## src/rtl/float2int_seq.sv

```systemverilog
// Multi-cycle converter from the packed float word to a MAN-bit signed integer.
// The fraction is truncated by an iterative one-bit-per-cycle right shifter.
module float2int_seq #(
   parameter int MAN = 23,
   parameter int EXP = 8
) (
   input  logic               clk,
   input  logic               rst,
   input  logic [MAN+EXP:0]   in_float,
   input  logic               in_valid,
   output logic               in_ready,
   output logic [MAN-1:0]     out_int,
   output logic               out_valid,
   input  logic               out_ready,
   output logic               out_ovf,
   output logic               out_nan
);

   localparam int BIAS = 2**(EXP-1) - 1;
   localparam int CW   = $clog2(MAN+1);

   localparam logic [1:0] S_IDLE  = 2'd0;
   localparam logic [1:0] S_SHIFT = 2'd1;
   localparam logic [1:0] S_SIGN  = 2'd2;
   localparam logic [1:0] S_DONE  = 2'd3;

   // Biased-exponent thresholds, one bit wider so BIAS+MAN cannot wrap.
   localparam logic [EXP:0] BIAS_V = (EXP+1)'(BIAS);
   localparam logic [EXP:0] EMAX_V = (EXP+1)'(BIAS + MAN - 1);
   localparam logic [EXP:0] MB_V   = (EXP+1)'(BIAS + MAN);

   localparam logic [MAN-1:0] SAT_POS = {1'b0, {(MAN-1){1'b1}}};
   localparam logic [MAN-1:0] SAT_NEG = {1'b1, {(MAN-1){1'b0}}};

   logic [1:0]     r_state;
   logic [MAN:0]   r_acc;
   logic [CW-1:0]  r_cnt;
   logic           r_sign;
   logic [MAN-1:0] r_out_int;
   logic           r_out_valid;
   logic           r_out_ovf;
   logic           r_out_nan;

   logic           w_sign;
   logic [EXP-1:0] w_exp;
   logic [MAN-1:0] w_man;
   logic [EXP:0]   w_exp_x;
   logic           w_exp_ones;
   logic           w_exp_zero;
   logic           w_man_zero;
   logic [MAN-1:0] w_sat;
   logic [CW-1:0]  w_shift_amt;
   logic           w_accept;
   logic           w_fast;
   logic [MAN-1:0] w_fast_int;
   logic           w_fast_ovf;
   logic           w_fast_nan;

   assign w_sign      = in_float[MAN+EXP];
   assign w_exp       = in_float[MAN+EXP-1:MAN];
   assign w_man       = in_float[MAN-1:0];
   assign w_exp_x     = {1'b0, w_exp};
   assign w_exp_ones  = &w_exp;
   assign w_exp_zero  = ~|w_exp;
   assign w_man_zero  = ~|w_man;
   assign w_sat       = w_sign ? SAT_NEG : SAT_POS;
   // Shift count MAN - e, only meaningful for 0 <= e <= MAN-2.
   assign w_shift_amt = CW'(MB_V - w_exp_x);
   assign w_accept    = in_valid & in_ready;

   assign in_ready  = (r_state == S_IDLE);
   assign out_int   = r_out_int;
   assign out_valid = r_out_valid;
   assign out_ovf   = r_out_ovf;
   assign out_nan   = r_out_nan;

   // Single-cycle classification of everything that does not need shifting.
   always_comb begin
      w_fast     = 1'b1;
      w_fast_int = '0;
      w_fast_ovf = 1'b0;
      w_fast_nan = 1'b0;
      if (w_exp_ones && !w_man_zero) begin
         w_fast_nan = 1'b1;
      end else if (w_exp_ones) begin
         w_fast_int = w_sat;
         w_fast_ovf = 1'b1;
      end else if (w_exp_zero || (w_exp_x < BIAS_V)) begin
         w_fast_int = '0;
      end else if (w_exp_x > EMAX_V) begin
         w_fast_int = w_sat;
         w_fast_ovf = 1'b1;
      end else if (w_exp_x == EMAX_V) begin
         // Only -2^(MAN-1) itself is representable at this exponent.
         w_fast_int = w_sat;
         w_fast_ovf = !(w_sign && w_man_zero);
      end else begin
         w_fast     = 1'b0;
      end
   end

   always_ff @(posedge clk) begin
      if (rst) begin
         r_state     <= S_IDLE;
         r_acc       <= '0;
         r_cnt       <= '0;
         r_sign      <= 1'b0;
         r_out_int   <= '0;
         r_out_valid <= 1'b0;
         r_out_ovf   <= 1'b0;
         r_out_nan   <= 1'b0;
      end else begin
         case (r_state)
            S_IDLE: begin
               if (w_accept) begin
                  r_sign <= w_sign;
                  if (w_fast) begin
                     r_out_int   <= w_fast_int;
                     r_out_ovf   <= w_fast_ovf;
                     r_out_nan   <= w_fast_nan;
                     r_out_valid <= 1'b1;
                     r_state     <= S_DONE;
                  end else begin
                     r_acc   <= {1'b1, w_man};
                     r_cnt   <= w_shift_amt;
                     r_state <= S_SHIFT;
                  end
               end
            end
            S_SHIFT: begin
               r_acc <= r_acc >> 1;
               r_cnt <= r_cnt - 1'b1;
               if (r_cnt == CW'(1)) begin
                  r_state <= S_SIGN;
               end
            end
            S_SIGN: begin
               r_out_int   <= r_sign ? -r_acc[MAN-1:0] : r_acc[MAN-1:0];
               r_out_ovf   <= 1'b0;
               r_out_nan   <= 1'b0;
               r_out_valid <= 1'b1;
               r_state     <= S_DONE;
            end
            S_DONE: begin
               if (out_ready) begin
                  r_out_valid <= 1'b0;
                  r_out_ovf   <= 1'b0;
                  r_out_nan   <= 1'b0;
                  r_state     <= S_IDLE;
               end
            end
            default: begin
               r_state <= S_IDLE;
            end
         endcase
      end
   end

endmodule

```

## config.mk

```make
export PLATFORM = sky130hd
export DESIGN_NAME = float2int_seq
export DESIGN_NICKNAME = d
export VERILOG_FILES = /design/src/rtl/float2int_seq.sv
export SDC_FILE = /design/constraint.sdc
export NUM_CORES = 1
export LEC_CHECK = 0
export CAP_MARGIN = 10
export CORE_MARGIN = 2
export CORE_UTILIZATION = 30
export CTS_BUF_LIST = sky130_fd_sc_hd__clkbuf_8
export DETAILED_ROUTE_END_ITERATION = 6
export PLACE_DENSITY_LB_ADDON = 0.25
export SYNTH_ARGS = -nofsm -noshare
export SYNTH_HDL_FRONTEND = slang
export SYNTH_SLANG_ARGS = --single-unit
```

## constraint.sdc

```tcl
create_clock -name clk -period 2.39 [get_ports clk]
set_clock_uncertainty 0.05 [all_clocks]
set_input_delay 0.3585 -clock clk [delete_from_list [all_inputs] [get_ports clk]]
set_output_delay 0.3585 -clock clk [all_outputs]
set_load 0.02 [all_outputs]
```

# Yosys cells after proc, flatten, opt, wreduce, memory -nomap -nowiden
# Index checks and enable logic that the tools add are counted.
# Widths: inputs -> output; s select.
[word_totals]
memories = 0
in_bits = 36
latchBits = 0
reg_bits = 58
output_inout_bits = 27
word_cells = 84
mem_bits_ro = 0
mem_bits_rw = 0
[classes]
n_shift = 0
reduce_logical = 18
muxes = 42
magnitude_cmp = 2
n_div = 0
bitwise = 1
n_mul = 0
n_addsub = 3
eq_ne = 10
[op_table]
columns = ["operator", "count"]
rows = [
  ["$mux 23", 9],
  ["$mux 24", 2],
  ["$pmux 24 s2", 1],
  ["$pmux 23 s2", 1],
  ["$neg 23->23", 1],
  ["$reduce_or 23->1", 1],
  ["$mux 1", 18],
  ["$mux 5", 2],
  ["$pmux 5 s2", 1],
  ["$pmux 1 s3", 3],
  ["$reduce_and 3->1", 3],
  ["$eq 8x8->1 const B", 1],
  ["$gt 8x8->1 const B", 1],
  ["$lt 8x7->1 const B", 1],
  ["$mux 2", 4],
  ["$pmux 2 s4", 1],
  ["$reduce_and 8->1", 1],
  ["$reduce_or 8->1", 1],
  ["$ne 2x2->1 const B", 3],
  ["$eq 5x1->1 const B", 1],
  ["$sub 5x1->5 const B", 1],
  ["$sub 5x5->5 const A", 1],
  ["$eq 2x2->1 const B", 2],
  ["$ne 2x1->1 const B", 2],
  ["10 further kinds", 14],
]

# Logic depth before layout (Yosys ltp)
[depth]
ltp_word = 12
ltp_mapped = 9

# Least setup slack after synthesis
# OpenSTA, ideal clock, no wires.
[synth_path]
kind = "register to register"
startpoint = "reg r_state[0]"
endpoint = "reg r_out_int[10], in the netlist out_int[10]"
setup_ns = 0.070
required_ns = 2.270
slack_ns = 0.056
path_buffers = 2
synth_period_minus_slack_ns = 2.334
t_arrival_ns = 2.214
path_stages_with_launch = 10
cell_sequence = "dfxtp_1 > inv_1 > ha_1 > buf_2 > inv_1 > or4_1 > and3_1 > a21boi_0 > clkbuf_1 > a21oi_1"
[synth_between]
elab_chain_cells = 4
word_cells_on_any_way = 8
cone_classes = "eq/ne (3); mux (1); bitwise (1); reduce/logical (3)"
[synth_rtl]
columns = ["item", "line_no", "text"]
rows = [
  ["start, declared", "35", "logic [1:0] r_state;"],
  ["start signal, assigned", "104", "r_state <= S_IDLE;"],
  ["start signal, assigned", "122", "r_state <= S_DONE;"],
  ["start signal, assigned", "126", "r_state <= S_SHIFT;"],
  ["$logic_not 2->1 *", "71", "assign in_ready = (r_state == S_IDLE);"],
  ["via in_ready", "11", "output logic in_ready,"],
  ["$and 1x1->1", "69", "assign w_accept = in_valid & in_ready;"],
  ["$ne 2x1->1 (no source line)", "--", ""],
  ["$reduce_and 3->1 (no source line)", "--", ""],
  ["end signal, assigned", "118", "r_out_int <= w_fast_int;"],
  ["end signal, assigned", "138", "r_out_int <= r_sign ? -r_acc[MAN-1:0] : r_acc[MAN-1:0];"],
  ["end, declared", "39", "logic [MAN-1:0] r_out_int;"],
]
# Mark *: on every way through the listed nets, which the timed path passes. The rest lies on a longest branch.
# A chain may end at the register's enable or synchronous reset.

# Worst setup path after layout
[layout_path]
startpoint = "reg r_acc[7]"
endpoint = "reg r_out_int[22], in the netlist out_int[22]"
[layout_between]
elab_chain_cells = 3
[layout_rtl]
columns = ["item", "line_no", "text"]
rows = [
  ["start, declared", "36", "logic [MAN:0] r_acc;"],
  ["start signal, assigned", "124", "r_acc <= {1'b1, w_man};"],
  ["start signal, assigned", "131", "r_acc <= r_acc >> 1;"],
  ["$neg 23->23", "138", ""],
  ["$mux 23", "138", ""],
  ["$pmux 23 s2", "113", "case (r_state)"],
]
# No other way between the ends.

==> flow_metrics.py <==
metrics = {
    "synth": {
        "synth_top_cell_by_area": "dfxtp_1",
        "yosys_warnings": 0,
        "post-synth-top-area-fraction_pct": 34.21,
        "seq_area_frac_synth_pct": 34.21,
        "synth-main-ff-cell": "dfxtp_1",
        "ys_ff_latch": 58,
        "synthesis.instances": 410,
        "synth.area.top_cells": "dfxtp_1 34%, mux2i_1 8.0%, o21ai_0 6.9%",
        "synth_edf_count": 0,
        "netlist_area_um2": 3395,
        "synthArstFlopShare_pct": 0,
        "synth_most_common_cell": "dfxtp_1",
        "synthesis.nets": 457,
        "synth_area_per_cell_um2": 8.279,
        "yosysUniqueCellTypes": 47,
        "synth.top_cells.by_count": "58 x dfxtp_1, 47 x o21ai_0, 33 x nor2_1",
    },
    "grt": {
        "grt_overflow": 0,
        "grt_util_all_layers_pct": 16.21,
        "grt_pass1_vias": 3158,
        "antenna_found_initial": 0,
        "grt_max_degree": 50,
        "grt_first_pass_wirelength_um": 15500,
    },
    "sta": {
        "max_slew_margin_pct": 67.93,
        "min_period_ns": 2.306,
        "fin_ws_ns": 0.08426,
        "slew_viol_final": 0,
        "timing.fmax_ghz": 0.4337,
        "hold_violations": 0,
        "final-setup-viol-count": 0,
        "grt_setup_unrepaired": "no",
        "period_share_pct": 96.47,
        "tightest_slew_ns": 0.4793,
    },
    "finish": {
        "fillers": 1092,
        "areaGrowthSynthToFinish_pct": 36.38,
        "antenna_cells": 0,
        "final_util_pct": 42.33,
        "final_layout_size_suffix_gt1_share_pct": 14.26,
        "fin_nets": 548,
    },
    "floorplanning": {
        "fp.dieH_um": 110.4,
        "rows": 38,
        "core_um2": 10940,
        "io_pins": 63,
        "dieArea_um2": 12180,
        "die_x_um": 110.4,
        "initial_core_util_pct": 31.04,
    },
    "clock_network": {
        "clk-insertion-delay-late_ns": 0.33,
        "clk_path_buf_depth": 2,
        "cts-buffers-inserted": 9,
        "clk_pin_slew_worst_paths_ns": 0.07,
        "cts_htree_levels": 3,
        "cts_tree": "built",
        "cts-root-buf": "clkbuf_8",
        "cts_num_sinks": 58,
        "cts_setup_buffers": 0,
    },
    "power": {
        "vdd_drop_max_mv": 0.3797,
        "p_per_area_nw_per_um2": 1246,
        "leakagePower_uw": 0.001677,
        "p_total_uw": 5770,
    },
    "worst_setup_path": {
        "crit_start": "r_acc[7]",
        "rr_worst_depth": 5,
        "path_max_fanout": 5,
        "crit_path_start_kind": "flip-flop",
        "r2r_start": "r_acc[7]",
        "arrival_ns": 2.46,
        "crit_type": "flip-flop to flip-flop",
        "required_ns": 2.54,
        "endpoint_kind": "flip-flop",
    },
    "worst_hold_path": {
        "hold_depth": 2,
        "hp-start": "out_nan",
        "holdCritPathClass": "flip-flop to flip-flop",
    },
    "routing": {
        "vias_per_cell": 5.260,
        "wl_um": 9725,
        "detail_route.drc_violations": 0,
        "drt-initial-drc-count": 208,
        "vias": 3393,
        "firstDrtPassIters": 4,
        "wl_per_cell_um": 15.08,
        "ant_nets": 0,
    },
    "placed_design": {
        "place_ws_ns": -0.1730,
        "gp_congestion": 0.8046,
        "detailed_place_hpwl_um": 7193,
        "port_buffers": 62,
    },
    "status": {
        "status": "complete, no violations",
    },
    "job": {
        "max_cap_viol_count": 0,
    },
}
## path summary, 6_finish.rpt
kind	end	slack, ns
setup / recovery	out_int[22]	0.08
hold / removal	out_nan	0.40
setup reg to reg	out_int[22]	0.08
hold reg to reg	out_nan	0.40
## placed cells by master (no fill, tap or decap), types with 11 or more instances in the layout
cell / Yosys / final
ha_1: 11 / 11
clkdlybuf4s50_1: 0 / 62
xnor2_1: 12 / 12
a211oi_1: 24 / 24
dfxtp_1: 58 / 58
buf_4: 0 / 41
inv_1: 17 / 18
a21oi_1: 27 / 27
mux2i_1: 27 / 27
nor2_1: 33 / 33
nand2_1: 28 / 28
o21ai_0: 47 / 47
clkbuf_8: 1 / 11
## per-stage QoR
stage / instances / hold WS, ns / instance area, um^2 / TNS [ns]
after global routing: 645 / 0.4355 / 4629 / 0
final: 645 / 0.4036 / 4629 / 0
after floorplan: 410 / 0.3860 / 3395 / 0
after global placement: 629 / 0.3945 / 4427 / -4.728
after CTS: 644 / 0.4075 / 4597 / 0
after detailed placement: 629 / 0.3992 / 4427 / -6.714
## logic make-up after synthesis
kind of cell,count (synthesis),synth area share (%)
flip-flops,58,34.21
XOR/XNOR,22,5.676
multiplexers,27,7.962
buffers and inverters,44,5.750
adder cells (fa/ha/maj),11,4.054
AND/OR/NAND/NOR,112,16.84
AO/OA/AOI/OAI,136,25.51
## worst max-delay path, stage by stage (launching register included)
cell and delay [ns]:
dfxtp_1 0.31, or4_4 0.57, or4_4 0.60, mux2i_1 0.14, a311oi_1 0.37, a31oi_1 0.13
## metal layers
metal	wire length [um]	GRT usage [%]	part of all wire, %	vias to the layer above
li1	-	-	-	1708
met1	4889	23.40	50	1605
met2	4313	24.45	44	72
met3	421	2.763	4.3	8
met4	100	5.268	1.0	0
met5	0	0	0	-
## layout make-up
cell class / count / area (um^2) / area share [%]
Clock inverter: 4 / 18.77 / 0.4054
Multi-Input combinational cell: 308 / 2046 / 44.19
Clock buffer: 11 / 151.4 / 3.270
Sequential cell: 58 / 1161 / 25.08
Inverter: 17 / 63.81 / 1.378
Tap cell: 140 / 175.2 / 3.784
Timing Repair Buffer: 107 / 1013 / 21.89
## state kept, by name, indices dropped and copies added, names as in the netlist
register,cells
out_valid,1
r_state,2
out_nan,1
r_sign,1
r_cnt,5
out_ovf,1
r_acc,24
out_int,23
## what timing repair did
| item | 4_1_cts | 5_1_grt |
|---|---|---|
| gates resized for setup | 0 | 2 |
| hold buffers | 0 | 0 |
| hold endpoints to repair | 0 | 0 |
| setup endpoints to repair | 0 | 3 |
## report_power, final
| group | switching, uW | internal, uW | total [uW] | leakage (uW) |
|---|---|---|---|---|
| Sequential | 300 | 1330 | 1630 | 0.000476 |
| Clock | 375 | 418 | 793 | 0.0000961 |
| Combinational | 1820 | 1530 | 3350 | 0.00110 |
| Total | 2490 | 3280 | 5770 | 0.00168 |
(Power assumes the default switching activity.)
